[config.mk]
export PLATFORM = sky130hd
export DESIGN_NAME = branch_predictor
export DESIGN_NICKNAME = d
export VERILOG_FILES = /design/src/rtl/branch_predictor.sv
export SDC_FILE = /design/constraint.sdc
export NUM_CORES = 1
export LEC_CHECK = 0
export CAP_MARGIN = 10
export CORE_UTILIZATION = 50
export CTS_BUF_LIST = sky130_fd_sc_hd__clkbuf_8
export DETAILED_ROUTE_END_ITERATION = 16
export PLACE_DENSITY = 0.78
export SLEW_MARGIN = 20
export SYNTH_ARGS = -nofsm -noshare
export SYNTH_HDL_FRONTEND = slang
export SYNTH_SLANG_ARGS = --single-unit
[constraint.sdc]
create_clock -name clk -period 8.45 [get_ports clk]
set_input_delay 2.535 -clock clk [delete_from_list [all_inputs] [get_ports clk]]
set_output_delay 2.535 -clock clk [all_outputs]
set_load 0.005 [all_outputs]
[src/rtl/branch_predictor.sv]
// rtl/branch_predictor.sv - direct-mapped BTB with 2-bit counters, fetch redirect and execute recovery
//
// Purpose:
//   Predicts conditional branches at fetch with a direct-mapped branch target
//   buffer. Each entry holds valid, tag, target and a 2-bit saturating counter.
//   Branches resolved in execute train the table. A wrong prediction makes
//   execute redirect fetch and flush decode and execute.
//
// Ports:
//   clk, reset         single clock, synchronous active-high reset
//   StallF, StallE     fetch / execute stage stalls
//   PCF                fetch PC, used for the combinational lookup
//   PCE                execute PC, used as the update index and tag
//   BranchE, TakenE    execute holds a conditional branch, and its resolved outcome
//   BranchTargetE      resolved branch target
//   PredTakenE         prediction made earlier for the execute instruction
//   PCSrc              00 sequential, 01 TargetAddr, 10 recover to PCNextE
//   TargetAddr         redirect address used when PCSrc = 01
//   PredTakenF         fetch prediction, carried down the pipeline
//   FlushD, FlushE     kill decode / execute instructions on a mispredict
//   BranchCount        resolved conditional branches (saturating)
//   MispredictCount    mispredictions (saturating)

module branch_predictor #(
    parameter int ENTRIES = 16
) (
    input  logic        clk,
    input  logic        reset,
    input  logic        StallF,
    input  logic        StallE,
    input  logic [31:0] PCF,
    input  logic [31:0] PCE,
    input  logic        BranchE,
    input  logic        TakenE,
    input  logic [31:0] BranchTargetE,
    input  logic        PredTakenE,
    output logic [1:0]  PCSrc,
    output logic [31:0] TargetAddr,
    output logic        PredTakenF,
    output logic        FlushD,
    output logic        FlushE,
    output logic [15:0] BranchCount,
    output logic [15:0] MispredictCount
);

    localparam int IDX_W = $clog2(ENTRIES);
    localparam int TAG_W = 32 - 2 - IDX_W;

    localparam logic [1:0] SEL_SEQ     = 2'b00;
    localparam logic [1:0] SEL_TARGET  = 2'b01;
    localparam logic [1:0] SEL_RECOVER = 2'b10;

    // Table storage
    logic             valid_q  [ENTRIES];
    logic             valid_d  [ENTRIES];
    logic [TAG_W-1:0] tag_q    [ENTRIES];
    logic [TAG_W-1:0] tag_d    [ENTRIES];
    logic [31:0]      target_q [ENTRIES];
    logic [31:0]      target_d [ENTRIES];
    logic [1:0]       ctr_q    [ENTRIES];
    logic [1:0]       ctr_d    [ENTRIES];

    logic [15:0] branch_cnt_q, branch_cnt_d;
    logic [15:0] mispred_cnt_q, mispred_cnt_d;

    // Address decomposition
    logic [IDX_W-1:0] fetch_idx, exec_idx;
    logic [TAG_W-1:0] fetch_tag, exec_tag;

    assign fetch_idx = PCF[IDX_W+1:2];
    assign fetch_tag = PCF[31:IDX_W+2];
    assign exec_idx  = PCE[IDX_W+1:2];
    assign exec_tag  = PCE[31:IDX_W+2];

    // Word-aligned PCs: the byte-offset bits carry no information here.
    logic unused_pc_bits;
    assign unused_pc_bits = ^{PCF[1:0], PCE[1:0]};

    // Control signals
    logic fetch_hit;
    logic mispredict;
    logic update;
    logic exec_hit;

    always_comb begin
        // Lookup reads the registered table, so a same-cycle update to the
        // same index is seen only on the following cycle.
        fetch_hit = valid_q[fetch_idx] && (tag_q[fetch_idx] == fetch_tag)
                    && ctr_q[fetch_idx][1];

        // Reset gates everything so no redirect, flush or training happens
        // while the table is being cleared.
        mispredict = !reset && !StallE &&
                     ((BranchE && (TakenE != PredTakenE)) || (!BranchE && PredTakenE));

        update   = !reset && BranchE && !StallE;
        exec_hit = valid_q[exec_idx] && (tag_q[exec_idx] == exec_tag);
    end

    // Outputs: execute correction always wins over a fetch prediction.
    always_comb begin
        PredTakenF = !reset && fetch_hit && !StallF && !mispredict;
        FlushD     = mispredict;
        FlushE     = mispredict;
        PCSrc      = SEL_SEQ;
        TargetAddr = BranchTargetE;

        if (mispredict) begin
            PCSrc = (BranchE && TakenE) ? SEL_TARGET : SEL_RECOVER;
        end else if (PredTakenF) begin
            PCSrc      = SEL_TARGET;
            TargetAddr = target_q[fetch_idx];
        end
    end

    assign BranchCount     = branch_cnt_q;
    assign MispredictCount = mispred_cnt_q;

    // Table next state
    always_comb begin
        valid_d  = valid_q;
        tag_d    = tag_q;
        target_d = target_q;
        ctr_d    = ctr_q;

        if (update) begin
            if (exec_hit) begin
                if (TakenE) begin
                    if (ctr_q[exec_idx] != 2'b11) begin
                        ctr_d[exec_idx] = ctr_q[exec_idx] + 2'b01;
                    end
                end else begin
                    if (ctr_q[exec_idx] != 2'b00) begin
                        ctr_d[exec_idx] = ctr_q[exec_idx] - 2'b01;
                    end
                end
                target_d[exec_idx] = BranchTargetE;
            end else if (TakenE) begin
                // Allocate on a taken miss, evicting whatever alias lived here.
                // Starting weakly taken makes the next fetch predict taken.
                valid_d[exec_idx]  = 1'b1;
                tag_d[exec_idx]    = exec_tag;
                target_d[exec_idx] = BranchTargetE;
                ctr_d[exec_idx]    = 2'b10;
            end
            // Not-taken misses are not worth a table entry.
        end
    end

    // Statistics next state
    always_comb begin
        branch_cnt_d  = branch_cnt_q;
        mispred_cnt_d = mispred_cnt_q;
        if (update && (branch_cnt_q != 16'hFFFF)) begin
            branch_cnt_d = branch_cnt_q + 16'd1;
        end
        if (mispredict && (mispred_cnt_q != 16'hFFFF)) begin
            mispred_cnt_d = mispred_cnt_q + 16'd1;
        end
    end

    // State registers
    always_ff @(posedge clk) begin
        if (reset) begin
            for (int i = 0; i < ENTRIES; i++) begin
                valid_q[i] <= 1'b0;
                ctr_q[i]   <= 2'b01;
            end
            branch_cnt_q  <= 16'd0;
            mispred_cnt_q <= 16'd0;
        end else begin
            valid_q       <= valid_d;
            ctr_q         <= ctr_d;
            branch_cnt_q  <= branch_cnt_d;
            mispred_cnt_q <= mispred_cnt_d;
        end
    end

    // Tag and target are qualified by valid, so they need no reset. Updates
    // are already blocked while reset is high.
    always_ff @(posedge clk) begin
        tag_q    <= tag_d;
        target_q <= target_d;
    end

endmodule

==> impl_metrics.py, run 1 <==
metrics = {
    "sta": {
        "slew_violations": 0,
        "fmax_mhz": 117,
        "clock_skew_ns": 0.0630,
        "setup_ws_ns": -0.0712,
        "finalSetupViolCount": 19,
        "worst_pin_slew_ns": 1.15,
        "min_period_over_period_pct": 101,
        "slew_headroom_pct": 23.4,
        "hold_viol_final": 0,
        "rsz0062_at_grt": "true",
        "min_period_ns": 8.52,
    },
    "setup_path": {
        "cp_common_cell": "buf_12",
        "worstSetupPathType": "input port to primary output",
        "crit_family": "buffers and inverters",
        "cp.arrival_ns": 5.99,
        "start_kind": "input port",
        "crit_chain": "buf_16 > buf_12 > buf_12 > mux4_2 > mux4_2 > xnor2_1 > nand4_1 > nor2_4 > buf_4 > nand3_2 > buf_12 > mux2_2 > clkdlybuf4s50_1",
        "cpPeakStageDelay_ns": 0.55,
        "crit_slowest_cell": "mux4_2",
        "crit_fanout": 33,
        "cp.required_ns": 5.92,
        "cp_num_buf_inv": 6,
        "endpoint_kind": "primary output",
    },
    "pwr": {
        "ir_drop_v": 0.000152,
        "power_density_mw_per_mm2": 202,
        "power_leakage_uw": 0.0163,
    },
    "clocking": {
        "cts_tree": "yes",
        "clk_pin_slew_ns": 0.07,
        "cts-buffers-inserted": 162,
        "cts-root-buf": "clkbuf_8",
        "cts_max_level": 4,
        "cts_buffer_depth": 3,
        "cts_sinks": 1008,
        "postCtsSetupBuffers": 0,
        "clock_latency_ns": 0.85,
    },
    "placement": {
        "place_inst": 3531,
        "pre_cts_ws_ns": -0.343,
        "hpwl_um": 63200,
        "io_buffers": 167,
        "gp_congestion": 0.864,
        "post_dp_cell_area_mm2": 0.0473,
    },
    "hold_path": {
        "min_path_type": "register to register",
    },
    "global_routing": {
        "grt_pass1_wl_um": 161000,
        "grt_max_degree": 87,
        "grt_pass1_vias": 25000,
        "antenna_found_initial": 6,
        "grt_use_total_pct": 25.1,
        "grt-ovfl-total": 0,
    },
    "outcome": {
        "status": "finished with violations",
        "violations": "setup timing",
    },
    "detailed_routing": {
        "ant_nets": 0,
        "totalWireLength_um": 111000,
        "via_per_inst": 6.42,
        "drc_errors": 0,
        "drt_first_iter_violations": 2942,
        "drt_pass1_iterations": 6,
        "vias": 24500,
        "detail_route.wl_per_cell_um": 28.9,
    },
    "die": {
        "die_area_mm2": 0.0880,
        "core_mm2": 0.0855,
        "ios": 172,
        "start_util_pct": 50.8,
        "die_w_um": 297,
        "row_count": 107,
        "die_h_um": 297,
    },
    "cells_and_area": {
        "final_area_mm2": 0.0505,
        "drive_above_1_share_pct": 30.7,
        "layout_common_cells": "928 x edfxtp_1, 359 x mux4_2, 167 x clkbuf_8",
        "nets": 2659,
        "synthToLayoutAreaGrowth_pct": 16.3,
        "mostFrequentLayoutCell": "edfxtp_1",
        "finalNonFillerCells": 3822,
    },
    "logic_synthesis": {
        "netlist.area_leader.share_pct": 64.2,
        "async_flop_share_pct": 0,
        "synth_top_area_cell": "edfxtp_1",
        "syn-num-nets": 2348,
        "syn_avg_cell_area_um2": 19.4,
        "synth_edf_count": 928,
        "syn_area_mm2": 0.0434,
        "ys_seq_area_share_pct": 67.9,
        "synth_area_leaders": "edfxtp_1 64%, mux4_2 19%, dfxtp_1 3.7%",
        "netlist_instances": 2241,
        "synth-main-ff-cell": "edfxtp_1",
        "synth_cell_type_count": 58,
        "synth_warnings": 0,
        "synth-seq-cells": 1008,
    },
    "flow_run": {
        "cap_viol_max_count": 0,
    },
}
-- layer usage --
metal | part of all wire, % | routed length, µm | global-route usage, %
met4 | 3.0 | 3370 | 9.75
met5 | 0.034 | 38 | 0
met1 | 37 | 41400 | 33.4
met3 | 9.7 | 10700 | 5.16
met2 | 50 | 55100 | 40.7
-- through the flow --
| stage | hold WS (ns) | util, % | total power, µW | TNS [ns] |
|---|---|---|---|---|
| floorplan | 0.450 | - | 5990 | 0 |
| global placement | 0.466 | 55.3 | 6270 | -9.28 |
| detailed placement | 0.473 | 55.3 | 6290 | -8.98 |
| CTS | 0.490 | 59.0 | 10300 | -0.548 |
| global route | 0.505 | 59.0 | 10500 | -3.41 |
| finish | 0.492 | 59.0 | 10200 | -0.651 |
-- cells by family (layout without fill, tap and decap cells) --
logic type / count (synthesis) / after routing / share of synthesized area (%)
muxes: 526 / 526 / 22.7
buffers and inverters: 148 / 582 / 1.59
adders and majority gates: 4 / 4 / 0.115
and+or+nand+nor: 305 / 305 / 3.39
DFF: 1008 / 1008 / 67.9
xor gates and xnor gates: 77 / 77 / 1.55
AOI/OAI and AO/OA: 173 / 173 / 2.82
other: 0 / 3 / 0
-- registers in the layout (all words and copies together), names as in the netlist --
| name | flops |
|---|---|
| MispredictCount | 16 |
| valid_q | 16 |
| BranchCount | 16 |
| tag_q | 416 |
| ctr_q | 32 |
| target_q | 512 |
-- layout make-up --
class | count | area, µm²
Multi-Input combinational cell | 1085 | 13600
Sequential cell | 1008 | 29500
Inverter | 8 | 30.0
Clock buffer | 166 | 2280
Timing Repair Buffer | 287 | 2950
Tap cell | 1144 | 1430
Fill cell | 5937 | 35000
Antenna cell | 3 | 7.51
Clock inverter | 121 | 783
-- cells in the mapped netlist, drive strengths merged (10+ instances only) --
cell type,number
edfxtp,928
mux2i,95
nand4,22
nor3,25
xnor2,51
clkbuf,72
nand3,31
nand2b,15
o22ai,19
a221oi,10
nor2,89
mux2,72
o21ba,11
a21oi,13
buf,68
nor2b,21
dfxtp,80
mux4,359
o21ai,45
a22oi,22
xor2,26
nand2,70
a221o,16
-- repair_timing --
item,4_1_cts,5_1_grt
setup endpoints to repair,33,29
cloned,1,0
hold buffers,0,0
pin swaps,1,1
resized for setup,11,4
-- where the power goes --
| part | switching, µW | internal (µW) |
|---|---|---|
| registers | 8.15 | 5460 |
| clock network | 1930 | 2080 |
| logic | 380 | 341 |
-- path summary, 6_finish.rpt --
| kind | startpoint | end | slack, ns | cells past startpoint |
|---|---|---|---|---|
| worst min-delay path | ctr_q[0]$_SDFFE_PP1P_ | ctr_q[0]$_SDFFE_PP1P_ | 0.49 | 1 |
| worst max-delay path | PCF[2] | TargetAddr[4] | -0.07 | 13 |
| worst min register to register | ctr_q[0]$_SDFFE_PP1P_ | ctr_q[0]$_SDFFE_PP1P_ | 0.49 | 1 |
| worst max register to register | tag_q[87]$_DFFE_PP_ | target_q[438]$_DFFE_PP_ | 3.78 | 9 |
Note: power is estimated with default switching activity, not from simulation.
==> run 2, diff against run 1 <==
--- a/config.mk
+++ b/config.mk
@@ -9,6 +9,8 @@
 export CORE_UTILIZATION = 50
 export CTS_BUF_LIST = sky130_fd_sc_hd__clkbuf_8
+export CTS_CLUSTER_DIAMETER = 40
 export DETAILED_ROUTE_END_ITERATION = 16
 export PLACE_DENSITY = 0.78
+export SKIP_LAST_GASP = 1
 export SLEW_MARGIN = 20
 export SYNTH_ARGS = -nofsm -noshare
==> constraint.sdc (replaced) <==
create_clock -name clk -period 8.45 [get_ports clk]
set_input_delay 2.535 -clock clk [delete_from_list [all_inputs] [get_ports clk]]
set_output_delay 2.535 -clock clk [all_outputs]
set_load 0.02 [all_outputs]
==> impl_metrics.py, run 2 (synthesis gave the netlist of run 1 again) <==
metrics = {
    "sta": {
        "fmax_mhz": 120,
        "setup_ws_ns": 0.0843,
        "rsz0062_at_grt": "false",
        "worst_pin_slew_ns": 1.14,
        "min_period_ns": 8.37,
        "slew_violations": 0,
        "hold_viol_final": 0,
        "slew_headroom_pct": 24.3,
        "finalSetupViolCount": 0,
        "clock_skew_ns": 0.0698,
        "hold_slack_ns": 0.495,
        "min_period_over_period_pct": 99.0,
    },
    "cells_and_area": {
        "drive_above_1_share_pct": 30.8,
        "fill_cells": 5933,
        "synthToLayoutAreaGrowth_pct": 16.3,
        "reg.largest.list": "target_q (512), tag_q (416), ctr_q (32)",
        "layout_common_cells": "928 x edfxtp_1, 359 x mux4_2, 169 x clkbuf_8",
        "mostFrequentLayoutCell": "edfxtp_1",
        "fin_util_pct": 59.1,
        "nets": 2661,
        "finalNonFillerCells": 3829,
        "regMostFlops": "target_q",
        "largest_reg_flops": 512,
    },
    "detailed_routing": {
        "drt_first_iter_violations": 2743,
        "totalWireLength_um": 110000,
        "drc_errors": 0,
        "vias": 24500,
        "ant_nets": 0,
        "via_per_inst": 6.40,
        "drt_pass1_iterations": 6,
        "detail_route.wl_per_cell_um": 28.7,
    },
    "pwr": {
        "power_leakage_uw": 0.0163,
        "ir_drop_v": 0.000163,
        "clockPowerShare_pct": 39.8,
        "power_frac_comb_pct": 7.1,
        "p_sw_share_pct": 23.2,
        "p_switching_uw": 2390,
        "power_density_mw_per_mm2": 204,
        "share_seq_of_total_power_pct": 53.2,
        "p_int_uw": 7900,
    },
    "clocking": {
        "cts-buffers-inserted": 163,
        "cts_buffer_depth": 3,
        "cts_tree": "yes",
        "cts-root-buf": "clkbuf_8",
        "cts_max_level": 4,
        "cts_hold_buf": 0,
        "clock_latency_ns": 0.89,
        "cts_sinks": 1008,
        "clk_pin_slew_ns": 0.06,
    },
    "setup_path": {
        "cp.arrival_ns": 5.83,
        "crit_end": "TargetAddr[8]",
        "crit_fanout": 33,
        "cp.required_ns": 5.92,
        "r2r_end": "tag_q[343]$_DFFE_PP_",
        "worstSetupPathType": "input port to primary output",
        "start_kind": "input port",
        "endpoint_kind": "primary output",
        "startpoint": "PCF[2]",
        "reg2reg_slack_ns": 3.88,
        "reg2regPathDepth": 10,
        "rr_startpoint": "tag_q[205]$_DFFE_PP_",
    },
    "die": {
        "start_util_pct": 50.8,
        "ios": 172,
        "die_area_mm2": 0.0880,
        "core_mm2": 0.0855,
        "die_w_um": 297,
        "row_count": 107,
        "die_h_um": 297,
    },
    "global_routing": {
        "grt-ovfl-total": 0,
        "grt_pass1_wl_um": 162000,
        "grt_max_degree": 129,
        "grt_pass1_vias": 25300,
        "antenna_found_initial": 11,
        "grt_use_total_pct": 24.9,
    },
    "placement": {
        "gp_congestion": 0.860,
        "hpwl_um": 63500,
        "pre_cts_ws_ns": -0.405,
        "io_buffers": 167,
        "place_inst": 3527,
    },
    "flow_run": {
        "cap_viol_max_count": 0,
    },
    "hold_path": {
        "holdPathStages": 1,
        "min_path_type": "register to register",
    },
    "outcome": {
        "status": "finished clean",
    },
}
run 2: cell count changes in the layout (fill, tap and decap cells not counted), sizes merged:
cell | previous run | this run
clkdlybuf4s50 | 151 | 124
dlygate4sd2 | 4 | 30
buf | 128 | 131
clkbuf | 167 | 170
inv | 61 | 64
clkinv | 56 | 58
dlymetal6s2s | 2 | 0
bufinv | 8 | 7
clkinvlp | 4 | 3
diode | 3 | 4
run 2: through the flow:
stage / TNS [ns] / instance area [µm²] / power, µW
CTS: 0 / 50400 / 10300
finish: 0 / 50500 / 10300
floorplan: 0 / 43400 / 6000
detailed placement: -10.40 / 47300 / 6300
global placement: -8.98 / 47300 / 6270
global route: 0 / 50500 / 10600
run 2: cell type report:
| cell class | instances | area (µm²) | share of cell area, % |
|---|---|---|---|
| inverters | 8 | 30.0 | 0.0594 |
| repair buffers | 288 | 2900 | 5.74 |
| clock inverters | 124 | 848 | 1.68 |
| multi-input cells | 1085 | 13500 | 26.8 |
| clock buffers | 168 | 2310 | 4.58 |
| flip-flops and latches | 1008 | 29500 | 58.3 |
| well taps | 1144 | 1430 | 2.83 |
| diodes | 4 | 10.0 | 0.0198 |
run 2: power by group through the flow:
| stage | registers, µW | clock network (µW) | logic [µW] |
|---|---|---|---|
| after floorplan | 5570 | 0 | 427 |
| after global placement | 5570 | 0 | 701 |
| after detailed placement | 5580 | 0 | 719 |
| after CTS | 5470 | 4150 | 720 |
| after global routing | 5470 | 4360 | 763 |
| final | 5470 | 4090 | 727 |
run 2: metal layers:
layer | up-vias | GRT usage [%] | share of wire, %
met1 | 12800 | 32.5 | 37
met3 | 239 | 5.30 | 9.1
met5 | - | 0 | 0.079
li1 | 10000 | - | -
met2 | 1462 | 41.2 | 51
met4 | 14 | 9.17 | 2.7
run 2: worst max-delay path: stages:
cell and delay [ns]:
buf_16 0.17, buf_16 0.18, buf_12 0.17, mux4_2 0.51, mux4_2 0.55, xnor2_1 0.17
nand4_1 0.16, nor2_2 0.19, buf_4 0.15, nand3_2 0.09, buf_12 0.19, mux2_2 0.33
dlygate4sd2_1 0.32
run 2: worst min-delay path by stage:
stage / start / endpoint / slack, ns
floorplan: ctr_q[2]$_SDFFE_PP1P_ / ctr_q[2]$_SDFFE_PP1P_ / 0.45
global route: ctr_q[0]$_SDFFE_PP1P_ / ctr_q[0]$_SDFFE_PP1P_ / 0.50
global placement: valid_q[14]$_SDFFE_PP0P_ / valid_q[14]$_SDFFE_PP0P_ / 0.47
CTS: ctr_q[2]$_SDFFE_PP1P_ / ctr_q[2]$_SDFFE_PP1P_ / 0.49
finish: ctr_q[0]$_SDFFE_PP1P_ / ctr_q[0]$_SDFFE_PP1P_ / 0.49
detailed placement: ctr_q[18]$_SDFFE_PP1P_ / ctr_q[18]$_SDFFE_PP1P_ / 0.47
run 2: repair_timing:
action,CTS,global route
endpoints found under the setup margin,30,30
pin swaps,0,1
setup buffers,0,4
resized for setup,33,3
cloned,1,1
